**config.mk**
```make
export PLATFORM = sky130hd
export DESIGN_NAME = mux_rr_arbiter
export DESIGN_NICKNAME = d
export VERILOG_FILES = /design/src/rtl/mux_arb_pkg.sv /design/src/rtl/rr_pick4.sv /design/src/rtl/mux_rr_arbiter.sv
export SDC_FILE = /design/constraint.sdc
export NUM_CORES = 1
export LEC_CHECK = 0
export CAP_MARGIN = 40
export CORE_MARGIN = 3
export CORE_UTILIZATION = 40
export DETAILED_ROUTE_END_ITERATION = 8
export GPL_TIMING_DRIVEN = 0
export PLACE_DENSITY = 0.88
export RECOVER_POWER = 50
export SLEW_MARGIN = 40
export SYNTH_ARGS = -nofsm -noshare
export SYNTH_HDL_FRONTEND = slang
export SYNTH_SLANG_ARGS = --single-unit
```
**constraint.sdc**
```tcl
create_clock -name clock -period 7.58 [get_ports clock]
set_input_delay 0.758 -clock clock [delete_from_list [all_inputs] [get_ports clock]]
set_output_delay 0.758 -clock clock [all_outputs]
set_load 0.02 [all_outputs]
```
**src/rtl/mux_arb_pkg.sv**
```systemverilog
// Shared types and helpers for the round-robin mux arbiter.
package mux_arb_pkg;

  typedef enum logic {IDLE = 1'b0, GRANT = 1'b1} state_t;

  localparam int NREQ  = 4;
  localparam int SEL_W = 2;

  function automatic logic [SEL_W-1:0] onehot_to_idx(input logic [NREQ-1:0] oh);
    logic [SEL_W-1:0] idx;
    idx = '0;
    for (int i = 0; i < NREQ; i++) begin
      if (oh[i]) idx = SEL_W'(i);
    end
    return idx;
  endfunction

endpackage

```
**src/rtl/rr_pick4.sv**
```systemverilog
// Rotating priority encoder: first requester after ptr wins, ptr itself searched last.
module rr_pick4
  import mux_arb_pkg::*;
(
  input  logic [NREQ-1:0]  req,
  input  logic [SEL_W-1:0] ptr,
  output logic [NREQ-1:0]  win_oh,
  output logic [SEL_W-1:0] win_idx,
  output logic             any
);

  logic             found;
  logic [SEL_W-1:0] cand;

  always_comb begin
    win_oh = '0;
    found  = 1'b0;
    cand   = '0;
    for (int k = 1; k <= NREQ; k++) begin
      cand = ptr + SEL_W'(k);
      if (!found && req[cand]) begin
        win_oh[cand] = 1'b1;
        found        = 1'b1;
      end
    end
  end

  assign win_idx = onehot_to_idx(win_oh);
  assign any     = |req;

endmodule

```
**src/rtl/mux_rr_arbiter.sv**
```systemverilog
// Round-robin arbiter sharing a 4:1 word mux and result register among four requesters.
// state | meaning
// IDLE  | no grant; arbitrate among req on the next edge
// GRANT | one requester owns the mux until last, burst limit, or req drop
module mux_rr_arbiter
  import mux_arb_pkg::*;
#(
  parameter int WIDTH     = 32,
  parameter int MAX_BURST = 8
) (
  input  logic             clock,
  input  logic             reset,
  input  logic [NREQ-1:0]  req,
  input  logic [NREQ-1:0]  last,
  input  logic [WIDTH-1:0] d0,
  input  logic [WIDTH-1:0] d1,
  input  logic [WIDTH-1:0] d2,
  input  logic [WIDTH-1:0] d3,
  output logic [NREQ-1:0]  gnt,
  output logic [NREQ-1:0]  ack,
  output logic [SEL_W-1:0] sel,
  output logic             en,
  output logic [WIDTH-1:0] out_data,
  output logic             out_valid,
  input  logic             out_ready,
  output logic             busy
);

  localparam int CNT_W = $clog2(MAX_BURST) + 1;
  localparam logic [CNT_W-1:0] CNT_LAST = CNT_W'(MAX_BURST - 1);
  localparam logic [CNT_W-1:0] CNT_ONE  = CNT_W'(1);

  state_t           state;
  logic [SEL_W-1:0] ptr;
  logic [CNT_W-1:0] beat_cnt;
  logic [WIDTH-1:0] mux_word;
  logic [NREQ-1:0]  win_oh;
  logic [SEL_W-1:0] win_idx;
  logic             win_any;
  logic             accept;
  logic             burst_end;

  rr_pick4 u_pick (
    .req     (req),
    .ptr     (ptr),
    .win_oh  (win_oh),
    .win_idx (win_idx),
    .any     (win_any)
  );

  always_comb begin
    mux_word = d0;
    case (sel)
      2'd0: mux_word = d0;
      2'd1: mux_word = d1;
      2'd2: mux_word = d2;
      2'd3: mux_word = d3;
      default: mux_word = d0;
    endcase
  end

  // A held word blocks the granted requester until downstream takes it.
  assign accept    = (state == GRANT) && req[sel] && (!out_valid || out_ready);
  assign ack       = accept ? gnt : '0;
  assign en        = accept;
  assign burst_end = accept && (last[sel] || (beat_cnt == CNT_LAST));
  assign busy      = (state != IDLE);

  always_ff @(posedge clock) begin
    if (reset) begin
      state     <= IDLE;
      gnt       <= '0;
      sel       <= '0;
      ptr       <= SEL_W'(NREQ - 1);
      beat_cnt  <= '0;
      out_data  <= '0;
      out_valid <= 1'b0;
    end else begin
      case (state)
        IDLE: begin
          if (win_any) begin
            gnt      <= win_oh;
            sel      <= win_idx;
            ptr      <= win_idx;
            beat_cnt <= '0;
            state    <= GRANT;
          end
        end
        GRANT: begin
          if (!req[sel] || burst_end) begin
            gnt   <= '0;
            state <= IDLE;
          end
          if (accept) beat_cnt <= beat_cnt + CNT_ONE;
        end
        default: begin
          gnt   <= '0;
          state <= IDLE;
        end
      endcase

      if (accept) begin
        out_data  <= mux_word;
        out_valid <= 1'b1;
      end else if (out_ready) begin
        out_valid <= 1'b0;
      end
    end
  end

endmodule

```
# Word level (Yosys, flattened, before mapping)
# Cells that the tools add are included.
dict set report word_totals {
  register_bits 46
  output_inout_bits 45
  wordCells 98
}
dict set report classes {
  add_sub_neg 4
  magnitude_cmp 9
  n_eq_ne 7
  muxes 43
  n_bitwise 4
  reduce_logical 24
}
# operator n
set op_table {}
lappend op_table {{one-hot mux 32 bit (4 select lines)} 1}
lappend op_table {{two-way mux 4 bit} 9}
lappend op_table {{two-way mux 1 bit} 18}
lappend op_table {{one-hot mux 4 bit (2 select lines)} 2}
lappend op_table {{< comparator 2 x 3 -> 1 bit, second input constant} 5}
lappend op_table {{binary-select mux 1 bit (select 2 bit)} 6}
lappend op_table {{OR 4 bit} 3}
lappend op_table {{logical AND 1 bit} 10}
lappend op_table {{demux 1 bit (select 2 bit)} 4}
lappend op_table {{>= comparator 2 x 1 -> 1 bit, second input constant} 4}
lappend op_table {{inequality test 2 x 1 -> 1 bit, second input constant} 3}
lappend op_table {{AND reduction 2 bit} 3}
lappend op_table {{logical NOT 1 bit} 5}
lappend op_table {{adder 2 bit, second input constant} 2}
lappend op_table {{adder 4 x 1 -> 4 bit, second input constant} 1}
lappend op_table {{equality test 2 bit, second input constant} 2}
lappend op_table {{equality test 4 x 3 -> 1 bit, second input constant} 1}
lappend op_table {{two-way mux 2 bit} 2}
lappend op_table {{OR reduction 4 bit} 1}
lappend op_table {{logical OR 1 bit} 3}
lappend op_table {{adder 2 x 1 -> 2 bit, second input constant} 1}
lappend op_table {{equality test 2 x 1 -> 1 bit, second input constant} 1}
lappend op_table {{logical NOT 2 bit} 1}
lappend op_table {{one-hot mux 1 bit (2 select lines)} 1}
lappend op_table {{2 further kinds} 2}

# Depth between registers and ports, before layout
dict set report depth {
  ltp_word 16
  mapped_depth 10
  mapped_depth_nobuf 8
}

# Cells and area by module
# Synthesis repeated with hierarchy kept, for this count alone.
dict set report unflattened {
  cells_unflattened 303
  hier_area_um2 2992.9
}
# mod instances cells_per_inst area_each_um2
set by_module_without_submodules {}
lappend by_module_without_submodules {mux_rr_arbiter 1 266 2622.5}
lappend by_module_without_submodules {rr_pick4 1 37 370.4}

# Worst setup path before layout
# Ideal clock, no wire load.
dict set report synth_timing {
  path_type {input -> output}
  from {input req[3]}
  to {output en}
  arrival_ps 1882
  path_slack_ps 4940
  cell_stages 5
  path_cell_list {mux4_2 > and2_1 > nand2_1 > inv_2 > buf_2}
}
dict set report synth_via {
  elab_chain_cells 4
}
# item line
set synth_rtl {}
lappend synth_rtl {{start, declared} mux_rr_arbiter.sv:13} ;# input logic [NREQ-1:0] req,
lappend synth_rtl {{binary-select mux 1 bit (select 2 bit)} mux_rr_arbiter.sv:63} ;# assign accept = (state == GRANT) && req[sel] && (!out_valid || out_ready);
lappend synth_rtl {{two-way mux 1 bit (not written as such)} mux_rr_arbiter.sv:63}
lappend synth_rtl {{logical AND 1 bit (2 in series)} mux_rr_arbiter.sv:63}
lappend synth_rtl {{end, declared} mux_rr_arbiter.sv:22} ;# output logic en,
# Every way passes these cells. The select of a mux whose other input is x is not followed.

# Worst setup path in the final report
# Same ends and word-level chain as after synthesis.

==> run metrics <==
Power Dens Cells 249 mW/mm^2; Post-synth EDFFs 0; count of final hold-check violations 0; Tot Pwr 1.23 mW; met2 Resource Use GR 0.443; Post-Syn Area 0.00290 mm^2; Avg Vias per Cell 5.31; Fillers 537; Post-CTS Setup Inserts 0; area added between synthesis and finish 70.9%; Detailed Route Iter0 Violations 84; htree depth 2; Worst slew margin 0.594; Overflow after GRT 0; Starting Density 0.419; largest net degree at the start of global routing 14; DRC 0; Post-Route WL 10,100 um; Final #Nets 633; CP Class in2out; Die Area 0.00829 mm^2; Register-to-Register Path Depth 10; # IOs 184; Die X-Extent 91.1 um; final core occ 0.716; Min-Delay Path Class reg2reg; Most Crowded Layer GR met2; Setup Skew 0.00948 ns; register area share after synthesis 0.318; CTS buffer count 5; post-synthesis net count 444; M3 GR Usage 0.0688; PortBufs 182; Total GRT Usage 0.242; MaxCap Viol Count 0; CTS tree done; fin crit share 0.557; Peak VDD IR 139 uV; Root Driver clkbuf_8; Req. time, crit path 6.82 ns; clock buffer depth 2; post-synthesis async set-or-reset flop share 0; number of warning messages in the yosys log 0; met1 usage 0.267; Vias 3,093; post-synthesis cell count 296; post-layout min period 4.22 ns; worst skew pair latency 0.30 ns; CTS Sinks 46; Worst Setup End Kind primary output; status complete, no violations; Leak 1.89 nW; layout cells sized above 1 0.123; Pins Over Slew Limit 0; num rows 30; Die Span Y 91.1 um; worst hold slack 0.454 ns; diode count 0; TNS Setup 0 ns; post-synth cell types 39; Yosys reg bits 46; Final Setup Violations 0; Worst-path clk slew 0.08 ns; most common flop cell mapped by yosys dfxtp_1; RePlAce Congestion 0.899; hold path depth 2; DR pass1 iterations 4; actual slew at the worst max-slew pin 0.610 ns; Hold-fix buffers, CTS 0; largest fanout on the critical path 10; global-route wire length before repair 16,200 um; crit path DAT 3.46 ns; vias in the first global route 3,185; DRT antenna net count 0; crit path launch type input pin; Post-Syn Area per Cell 9.78 um^2; Peak Freq 237 MHz; Routed WL per cell 17.4 um; antenna violations before repair 0; PostCTS Resize Cnt 0; RSZ-0062 raised after global routing no; core area 0.00691 mm^2; dpl hpwl 8290 um
## where the power goes
part	leakage [nW]	switching (mW)	internal, mW
clock	0.0524	0.0829	0.0988
sequential	0.375	0.0301	0.291
combinational	1.47	0.359	0.372
## layout by cell type, fill, tap and decap left out, drive strengths merged, types with 4 or more instances in the layout
cell | Yosys | routed
clkdlybuf4s50 | 0 | 141
dlygate4sd3 | 0 | 41
and3 | 4 | 4
mux2i | 4 | 4
inv | 6 | 6
nor2 | 11 | 11
o21ai | 7 | 7
ha | 9 | 9
dfxtp | 46 | 46
nand2 | 77 | 77
mux4 | 38 | 38
clkbuf | 11 | 21
buf | 12 | 9
a21oi | 39 | 39
## synth_stat cells (3+ instances only)
library cell  instances  area [um^2]
nand2b_1              3         18.8
nor3_1                3         15.0
dfxtp_1              46          921
a21oi_1              38          190
ha_1                  9          113
and3_1                4         25.0
mux2i_1               4         40.0
o21ai_0               6         30.0
clkbuf_1             11         41.3
mux4_2               38          856
buf_2                 5         25.0
nor2_1               11         41.3
buf_1                 5         18.8
nand2_1              77          289
inv_1                 5         18.8
a22oi_1               3         22.5
## cells by family after synthesis
| group | synth area share |
|---|---|
| flip-flops | 0.318 |
| XOR/XNOR | 0.00605 |
| multiplexers | 0.309 |
| AO/OA/AOI/OAI | 0.117 |
| buffers and inverters | 0.0449 |
| AND/OR/NAND/NOR | 0.166 |
| adder cells (fa/ha/maj) | 0.0389 |
## state kept, by name, indices dropped and copies added (netlist names)
name       count
out_data      32
beat_cnt       4
gnt            4
ptr            2
sel            2
busy           1
out_valid      1
## path summary, 6_finish.rpt
check / from / slack [ns] / end
setup / recovery: req[3] / 3.36 / en
hold / removal: out_data[28] / 0.45 / out_data[28]
setup reg to reg: ptr[1] / 4.72 / sel[0]
hold reg to reg: out_data[28] / 0.45 / out_data[28]
## cell type report
type	count	area [um^2]	area share
Inverter	6	22.5	0.00455
Timing Repair Buffer	182	1820	0.368
Multi-Input combinational cell	221	1840	0.373
Clock inverter	1	30.0	0.00607
Buffer	23	111	0.0225
Tap cell	96	120	0.0243
Sequential cell	46	921	0.186
Clock buffer	7	76.3	0.0154
## metal layers
layer / vias to the layer above / share of wire
li1: 1457 / -
met1: 1484 / 0.37
met2: 130 / 0.52
met3: 22 / 0.087
met4: 0 / 0.026
met5: - / 0
## worst max-delay path: stages
cell,delay (ns)
dlygate4sd3_1,0.63
mux4_2,0.53
and2_0,0.24
nand2_1,0.26
inv_1,0.23
buf_2,0.25
clkdlybuf4s50_1,0.56
## stage by stage
step           instances  setup slack, ns  area (um^2)
2_1_floorplan        296             4.94         2900
3_3_place_gp         574             3.62         4840
3_5_place_dp         574             3.58         4840
4_1_cts              582             3.57         4940
5_1_grt              582             3.13         4950
6_report             582             3.36         4950
Note: power is estimated with default switching activity, not from simulation.
